===== config.mk =====
export PLATFORM = sky130hd
export DESIGN_NAME = lsu_axi_controller
export DESIGN_NICKNAME = d
export VERILOG_FILES = /design/src/rtl/lsu_axi_controller_pkg.sv /design/src/rtl/lsu_axi_controller_perf_counters.sv /design/src/rtl/lsu_axi_controller.sv
export SDC_FILE = /design/constraint.sdc
export NUM_CORES = 1
export LEC_CHECK = 0
export CAP_MARGIN = 30
export CORE_UTILIZATION = 27
export DETAILED_ROUTE_END_ITERATION = 8
export GPL_TIMING_DRIVEN = 1
export PLACE_DENSITY = 0.88
export SLEW_MARGIN = 20
export SYNTH_ARGS = -nofsm -noshare
export SYNTH_HDL_FRONTEND = slang
export SYNTH_SLANG_ARGS = --single-unit

===== constraint.sdc =====
create_clock -name clock -period 1.67 [get_ports clock]
set_input_delay 0.167 -clock clock [delete_from_list [all_inputs] [get_ports clock]]
set_output_delay 0.167 -clock clock [all_outputs]
set_load 0.05 [all_outputs]

===== src/rtl/lsu_axi_controller_pkg.sv =====
// Shared definitions for the LSU AXI controller: instruction-class defines, FSM encodings, AXI constants.
// Also provides fallbacks for the legacy defines when defines.v is not in the build.
`ifndef INST_TYPE_BUS
`define INST_TYPE_BUS 2:0
`endif
`ifndef INST_LOAD
`define INST_LOAD 3'd1
`endif
`ifndef INST_STORE
`define INST_STORE 3'd2
`endif
`ifndef RESET_ENABLE
`define RESET_ENABLE 1'b0
`endif

package lsu_axi_controller_pkg;

  localparam logic [2:0] ST_IDLE       = 3'd0;
  localparam logic [2:0] ST_WAIT_AR    = 3'd1;
  localparam logic [2:0] ST_WAIT_R     = 3'd2;
  localparam logic [2:0] ST_WAIT_AW_W  = 3'd3;
  localparam logic [2:0] ST_WAIT_AW    = 3'd4;
  localparam logic [2:0] ST_WAIT_W     = 3'd5;
  localparam logic [2:0] ST_WAIT_B     = 3'd6;
  localparam logic [2:0] ST_WAIT_READY = 3'd7;

  localparam logic [1:0] AXI_OKAY = 2'b00;

  typedef struct packed {
    logic load;
    logic store;
    logic stall;
  } perf_evt_t;

endpackage


===== src/rtl/lsu_axi_controller_perf_counters.sv =====
// Load/store/stall event counters, present only in LSU_PERF_COUNTERS_EN builds.
module lsu_perf_counters
  import lsu_axi_controller_pkg::*;
#(
  parameter int unsigned CNT_WIDTH = 32
) (
  input  logic                 clock,
  input  logic                 reset,
  input  perf_evt_t            evt,
  output logic [CNT_WIDTH-1:0] load_cnt,
  output logic [CNT_WIDTH-1:0] store_cnt,
  output logic [CNT_WIDTH-1:0] stall_cnt
);

  // Counters wrap naturally at 2^CNT_WIDTH.
  always_ff @(posedge clock or negedge reset) begin
    if (reset == `RESET_ENABLE) begin
      load_cnt  <= '0;
      store_cnt <= '0;
      stall_cnt <= '0;
    end else begin
      if (evt.load)  load_cnt  <= load_cnt  + CNT_WIDTH'(1);
      if (evt.store) store_cnt <= store_cnt + CNT_WIDTH'(1);
      if (evt.stall) stall_cnt <= stall_cnt + CNT_WIDTH'(1);
    end
  end

endmodule


===== src/rtl/lsu_axi_controller.sv =====
// Execute-stage load/store sequencer over AXI4 with split accesses and response checking.
// Optional performance counters enabled by defining LSU_PERF_COUNTERS_EN.
module lsu_axi_controller
  import lsu_axi_controller_pkg::*;
#(
  parameter int unsigned ID_WIDTH   = 4,
  parameter int unsigned RESP_WIDTH = 2,
  parameter int unsigned LSU_ID     = 0,
  parameter int unsigned CNT_WIDTH  = 32
) (
  input  logic                  clock,
  input  logic                  reset,
  input  logic                  valid_pre_i,
  output logic                  ready_pre_o,
  output logic                  valid_post_o,
  input  logic                  ready_post_i,
  input  logic [`INST_TYPE_BUS] inst_type_i,
  input  logic                  split_i,
  output logic                  we_o,
  output logic                  rdata_we_o,
  output logic                  beat_o,
  output logic                  err_o,
  output logic                  awvalid_o,
  input  logic                  awready_i,
  output logic [ID_WIDTH-1:0]   awid_o,
  output logic                  wvalid_o,
  input  logic                  wready_i,
  input  logic                  bvalid_i,
  output logic                  bready_o,
  input  logic [RESP_WIDTH-1:0] bresp_i,
  input  logic [ID_WIDTH-1:0]   bid_i,
  output logic                  arvalid_o,
  input  logic                  arready_i,
  output logic [ID_WIDTH-1:0]   arid_o,
  input  logic                  rvalid_i,
  output logic                  rready_o,
  input  logic [RESP_WIDTH-1:0] rresp_i,
  input  logic                  rlast_i,
  input  logic [ID_WIDTH-1:0]   rid_i,
  output logic [CNT_WIDTH-1:0]  perf_load_o,
  output logic [CNT_WIDTH-1:0]  perf_store_o,
  output logic [CNT_WIDTH-1:0]  perf_stall_o
);

  logic [2:0] state_q, state_d;
  logic       beat_q, beat_d;
  logic       split_q, split_d;
  logic       err_q, err_d;

  logic is_load, is_store;
  logic r_hs, b_hs, r_bad, b_bad;

  assign is_load  = (inst_type_i == `INST_LOAD);
  assign is_store = (inst_type_i == `INST_STORE);

  assign r_hs  = rvalid_i & rready_o;
  assign b_hs  = bvalid_i & bready_o;
  assign r_bad = (rresp_i != RESP_WIDTH'(AXI_OKAY)) | (rid_i != ID_WIDTH'(LSU_ID)) | ~rlast_i;
  assign b_bad = (bresp_i != RESP_WIDTH'(AXI_OKAY)) | (bid_i != ID_WIDTH'(LSU_ID));

  // All handshake outputs are pure state decodes, so no valid depends on its ready.
  assign ready_pre_o  = (state_q == ST_IDLE);
  assign valid_post_o = (state_q == ST_WAIT_READY);
  assign arvalid_o    = (state_q == ST_WAIT_AR);
  assign rready_o     = (state_q == ST_WAIT_R);
  assign awvalid_o    = (state_q == ST_WAIT_AW_W) | (state_q == ST_WAIT_AW);
  assign wvalid_o     = (state_q == ST_WAIT_AW_W) | (state_q == ST_WAIT_W);
  assign bready_o     = (state_q == ST_WAIT_B);
  assign awid_o       = ID_WIDTH'(LSU_ID);
  assign arid_o       = ID_WIDTH'(LSU_ID);
  assign we_o         = valid_pre_i & ready_pre_o;
  assign rdata_we_o   = r_hs;
  assign beat_o       = beat_q;
  assign err_o        = err_q;

  always_comb begin
    state_d = state_q;
    beat_d  = beat_q;
    split_d = split_q;
    err_d   = err_q;
    case (state_q)
      ST_IDLE: begin
        if (valid_pre_i) begin
          beat_d  = 1'b0;
          err_d   = 1'b0;
          split_d = (is_load | is_store) & split_i;
          if (is_load)       state_d = ST_WAIT_AR;
          else if (is_store) state_d = ST_WAIT_AW_W;
          else               state_d = ST_WAIT_READY;
        end
      end
      ST_WAIT_AR: if (arready_i) state_d = ST_WAIT_R;
      ST_WAIT_R: begin
        if (r_hs) begin
          err_d = err_q | r_bad;
          // A failing first beat ends the instruction without issuing the second.
          if (split_q && !beat_q && !r_bad) begin
            beat_d  = 1'b1;
            state_d = ST_WAIT_AR;
          end else begin
            state_d = ST_WAIT_READY;
          end
        end
      end
      ST_WAIT_AW_W: begin
        case ({awready_i, wready_i})
          2'b11:   state_d = ST_WAIT_B;
          2'b10:   state_d = ST_WAIT_W;
          2'b01:   state_d = ST_WAIT_AW;
          default: state_d = ST_WAIT_AW_W;
        endcase
      end
      ST_WAIT_AW: if (awready_i) state_d = ST_WAIT_B;
      ST_WAIT_W:  if (wready_i)  state_d = ST_WAIT_B;
      ST_WAIT_B: begin
        if (b_hs) begin
          err_d = err_q | b_bad;
          if (split_q && !beat_q && !b_bad) begin
            beat_d  = 1'b1;
            state_d = ST_WAIT_AW_W;
          end else begin
            state_d = ST_WAIT_READY;
          end
        end
      end
      ST_WAIT_READY: if (ready_post_i) state_d = ST_IDLE;
      default: state_d = ST_IDLE;
    endcase
  end

  always_ff @(posedge clock or negedge reset) begin
    if (reset == `RESET_ENABLE) begin
      state_q <= ST_IDLE;
      beat_q  <= 1'b0;
      split_q <= 1'b0;
      err_q   <= 1'b0;
    end else begin
      state_q <= state_d;
      beat_q  <= beat_d;
      split_q <= split_d;
      err_q   <= err_d;
    end
  end

`ifdef LSU_PERF_COUNTERS_EN
  perf_evt_t perf_evt;
  assign perf_evt.load  = we_o & is_load;
  assign perf_evt.store = we_o & is_store;
  assign perf_evt.stall = (state_q != ST_IDLE) & (state_q != ST_WAIT_READY);

  lsu_perf_counters #(
    .CNT_WIDTH (CNT_WIDTH)
  ) u_perf (
    .clock     (clock),
    .reset     (reset),
    .evt       (perf_evt),
    .load_cnt  (perf_load_o),
    .store_cnt (perf_store_o),
    .stall_cnt (perf_stall_o)
  );
`else
  assign perf_load_o  = '0;
  assign perf_store_o = '0;
  assign perf_stall_o = '0;
`endif

endmodule

* Yosys cells after proc, flatten, opt, wreduce, memory -nomap -nowiden
Cells that the tools add are included.
** Cells by class
- Equality and inequality tests :: 21
- Reduce and logical (&&, ||, !) cells :: 16
- Bitwise operators :: 13
- Muxes and demuxes :: 22
** Operators by type and width (number)
- two-way mux 3 bit :: 11
- one-hot mux 3 bit (8 select lines) :: 1
- == test 3 bit (second input constant) :: 4
- != test 2 x 1 -> 1 bit (second input constant) :: 5
- == test 3 x 2 -> 1 bit (second input constant) :: 3
- one-hot mux 3 bit (3 select lines) :: 1
- != test 2 bit (second input constant) :: 4
- OR 1 bit :: 8
- nonzero test 4 bit :: 2
- two-way mux 1 bit :: 7
- AND reduction 7 bit :: 1
- == test 3 x 1 -> 1 bit (second input constant) :: 2
- one-hot mux 1 bit (3 select lines) :: 2
- AND reduction 6 bit :: 1
- bitwise AND 1 bit :: 4
- == test 2 bit (second input constant) :: 2
- AND reduction 4 bit :: 1
- nonzero test 2 bit :: 2
- logical AND 1 bit :: 3
- zero test 1 bit :: 3
- zero test 3 bit :: 1
- nonzero test 3 bit :: 1
- == test 2 x 1 -> 1 bit (second input constant) :: 1
- AND reduction 2 bit :: 1
- NOT 1 bit :: 1
** Word-level totals
- Input bits :: 26
- Flip-flop bits (word level) :: 6
- Output and inout bits :: 115

* Longest topological paths before layout
- Word-level depth :: 8
- Gate-level depth with buffers :: 6
- Gate-level depth less buffers :: 6

* Worst setup path after synthesis
No wires, ideal clock.
- Path kind :: reg2reg
- Start point :: reg state_q[2]
- End point :: reg split_q
- Cell stages (with the launch flop) :: 7
- Period minus slack after synthesis :: 2947 ps
- Data required time :: 1550 ps
- Arrival :: 2827 ps
- Setup slack :: -1277 ps
- Library setup time :: 120 ps
- Path through :: dfrtp_1 > buf_2 > nor3_1 > and2_1 > clkbuf_1 > nor2b_1 > a31o_2
** On the way
- Word-level cells in the longest chain between the ends :: 2
** Ends and longest elaborated chain
- start: declaration :: line lsu_axi_controller.sv:45 : logic [2:0] state_q, state_d;
- start signal: assignment :: line lsu_axi_controller.sv:138 : state_q <= state_d;
- zero test 3 bit
- net ready_pre_o :: line lsu_axi_controller.sv:14 : output logic ready_pre_o,
- AND reduction 2 bit (no source line)
- end signal: assignment :: line lsu_axi_controller.sv:140 : split_q <= split_d;
- end: declaration :: line lsu_axi_controller.sv:47 : logic split_q, split_d;
The timed path passes the listed nets, and every way through them passes these cells.
A chain may end at the register's enable or synchronous reset.

* Worst setup path in the final report
- Start point :: reg state_q[0]
- End point :: reg err_q (netlist: err_o)
** On the way
- Word-level cells in the longest chain between the ends :: 4
- Elaborated cells between the ends (all ways) :: 11
- Classes of those cells :: eq/ne (5); mux (1); bitwise (2); reduce/logical (3)
** Ends and longest elaborated chain
- == test 3 bit or == test 3 x 2 -> 1 bit (tied branches) :: line lsu_axi_controller.sv:68, lsu_axi_controller.sv:81, lsu_axi_controller.sv:65
- bitwise AND 1 bit, on equally long branches :: line lsu_axi_controller.sv:57, lsu_axi_controller.sv:56
- != test 2 x 1 -> 1 bit (no source line) or != test 2 bit (tied branches)
- AND reduction 4 bit (no source line)
- end signal: assignment :: line lsu_axi_controller.sv:141 : err_q <= err_d;
- end: declaration :: line lsu_axi_controller.sv:48 : logic err_q, err_d;
Parallel ways exist; a longest one is shown, timed or not.

==> impl_results.md <==
* Post-Layout Cell Count at 284
* CTS sink count at 6
* Largest net degree at the start of global routing at 16
* Synth Area in Compound Gates at 0.0720
* Crit path kind: reg2reg
* Vias in the first global route at ~700
* Initial antenna violation count at 0
* Setup WS pre-CTS at -0.354 ns
* XOR/XNOR Fraction of Synth Area at 0.0126
* Crit start category: flip-flop
* Die Wd at around 74 um
* Router iterations before antenna repair at 4
* CTS tree: built
* Layout cells sized above 1 at 0.198
* R2R setup slack at 0.05 ns
* Slowest stage delay, CP at between 0.4 and 0.5 ns
* Post-DP HPWL at ~2.2 mm
* DR iter-0 viols at 69
* Drt wl/cell at 8.97 um
* Routability Congestion at 0.853
* Total Neg Setup Slack at 0 ns
* Synth cell types at 37
* Total GRT Usage at 0.0844
* Final core occ at 0.353
* P per Cell Area at 1550 mW/mm^2
* Die area at about 0.0054 mm^2
* Port buffer count at 36
* Worst hold path type: in2async
* Fmax at 618 MHz
* DR vias at roughly 960
* Worst EP required at 1.77 ns
* Post-synthesis sequential area ratio at 0.108
* Crit path time final at 1.62 ns
* Critical Path AT at 1.72 ns
* Clock Skews at about 0.0053 ns
* Final Hold Violating Endpoints at 0
* Vert. Die Dim at 73.8 um
* Final period utilization at 0.969
* Leak pwr at about 0.87 nW
* Top delay family on crit path: simple AND/OR/NAND/NOR gates
* Worst hold margin at 0.186 ns
* Crit path cell chain: and3b_2 -> or4b_4 -> a41oi_2 -> nor2_1
* Final ANT Viol Nets at 0
* Crit path max fanout at 5
* Post-Route WL at 2.55 mm
* First-pass GRT wire length at 3.35 mm
* Clock transition at path regs at 0.04 ns
* Remaining global-route overflow at 0
* Syn avg cell area at 7.85 um^2
* Initial Utilization at 0.287
* Clock latency on the worst-skew pair at 0.22 ns
* Final worst setup slack at 0.0513 ns
* # setup viols final at 0
* Mux contribution to synthesized area at 0.0459
* Peak supply drop at roughly 600 uV
* Clock Path Buffers at 2
* Clk root buf: clkbuf_8
* H-tree Lvls at 1
* Warnings from Yosys at 0
* CTS Hold Buffers Added at 0
* Main combinational cell family by area after synthesis: buffers and inverters
* Slowest CP cell: or4b_4
* Post-placement cell count at 280
* Most frequent cells in the layout: 104 x conb_1, 17 x clkdlybuf4s50_1, 10 x buf_12
* Number of buffers created by CTS at 3
* Synth Register Bits at 6
* # Max-Cap Violations at 0
* Core Box Area at approximately 0.0048 mm^2
* RSZ-0062 raised after global routing: no
* PnR Total Power at 2.64 mW
* CP endpoint kind: flip-flop
* P&R area growth vs syn at 23.0%
* Area of the multi-input gates at 898 um^2
* Residual DRC at 0
* Finished Cell Area at approximately 0.0017 mm^2
* Top Ports at 141
* Register area at 151 um^2
* Bufs and invs on worst path at 0
* Slew Limit Fails at 0
* Commonest non-fill, non-tap cell in the layout: conb_1
* Via density at ~3.4
* Number of fill cells at 494
* Antenna diodes at 0
* Post-synthesis cell count at 177
* Site Rows at 25
* Post-synthesis adder-cell area fraction at 0.0180
* Area post-placement at 0.00159 mm^2
* Post-synthesis cell area at 0.00139 mm^2
* Final Net Count at ~250
* Outcome: finished, final reports clean
* Simple-gate share of the synthesized area at 0.151
-- what timing repair did --
| action | in CTS | in global routing |
|---|---|---|
| setup endpoints to repair | 5 | 4 |
| resized for setup | 10 | 10 |
| pin swaps | 9 | 4 |
| hold endpoints to repair | 0 | 0 |
| buffers inserted | 1 | 0 |
-- power breakdown --
part	total, mW	internal (mW)	switching (mW)
registers	0.298	0.210	0.0874
clock network	0.218	0.155	0.0628
logic	2.13	0.780	1.35
-- registers in the layout, indices dropped and copies added (netlist names) --
name,cells
split_q,1
err_o,1
beat_o,1
state_q,3
-- kinds of logic (layout without fill, tap and decap cells) --
family	Yosys count	count (layout)
xor gates and xnor gates	2	2
muxes	6	6
AOI/OAI and AO/OA	13	13
buffers and inverters	113	50
other	1	104
and+or+nand+nor	34	34
DFF	6	6
adders and majority gates	2	2
-- final timing paths --
path | cells after the start | startpoint | to
worst max-delay path | 4 | state_q[0]$_DFFE_PN0P_ | err_o$_DFFE_PN0P_
worst min-delay path | 1 | reset | state_q[0]$_DFFE_PN0P_
min in group clock | 5 | rid_i[3] | err_o$_DFFE_PN0P_
max in group asynchronous | 1 | reset | state_q[2]$_DFFE_PN0P_
worst min register to register | 2 | err_o$_DFFE_PN0P_ | err_o$_DFFE_PN0P_
worst max register to register | 4 | state_q[0]$_DFFE_PN0P_ | err_o$_DFFE_PN0P_
-- final cells by class --
type	count	area share
well taps	67	0.0490
clock buffers	3	0.0242
inverters	3	0.00659
multi-input cells	161	0.526
repair buffers	44	0.306
flip-flops and latches	6	0.0886
-- synth_stat cells --
cell type,number,area share
buf_4,104,0.56
nor2_1,8,0.022
dfrtp_1,6,0.11
buf_2,4,0.014
nor2b_1,4,0.018
nor3_1,4,0.014
inv_1,3,0.0081
mux2_2,3,0.024
mux2i_1,3,0.022
o21ai_0,3,0.011
a41oi_1,2,0.013
and2_1,2,0.0090
ha_1,2,0.018
nand2_1,2,0.0054
nand2b_1,2,0.0090
or3_1,2,0.0090
or4b_1,2,0.014
xnor2_1,2,0.013
a211oi_1,1,0.0054
a21oi_1,1,0.0036
a221oi_1,1,0.0063
a31o_2,1,0.0063
a32oi_1,1,0.0063
and3_1,1,0.0045
and3b_1,1,0.0063
and4b_1,1,0.0072
buf_1,1,0.0027
clkbuf_1,1,0.0027
conb_1,1,0.0027
nand3_1,1,0.0036
nor3b_1,1,0.0054
nor3b_2,1,0.0090
nor4b_1,1,0.0063
o21ai_1,1,0.0036
o31ai_1,1,0.0054
o41ai_2,1,0.012
or4_4,1,0.0081
-- routing by layer --
layer  routed length (um)  vias to the layer above  track usage
li1                     -                      448            -
met5                    0                        -            0
met3                  289                        2       0.0398
met4                   12                        0       0.0321
met1                  851                      433       0.0869
met2                 1390                       72        0.148
Note: power is estimated with default switching activity, not from simulation.
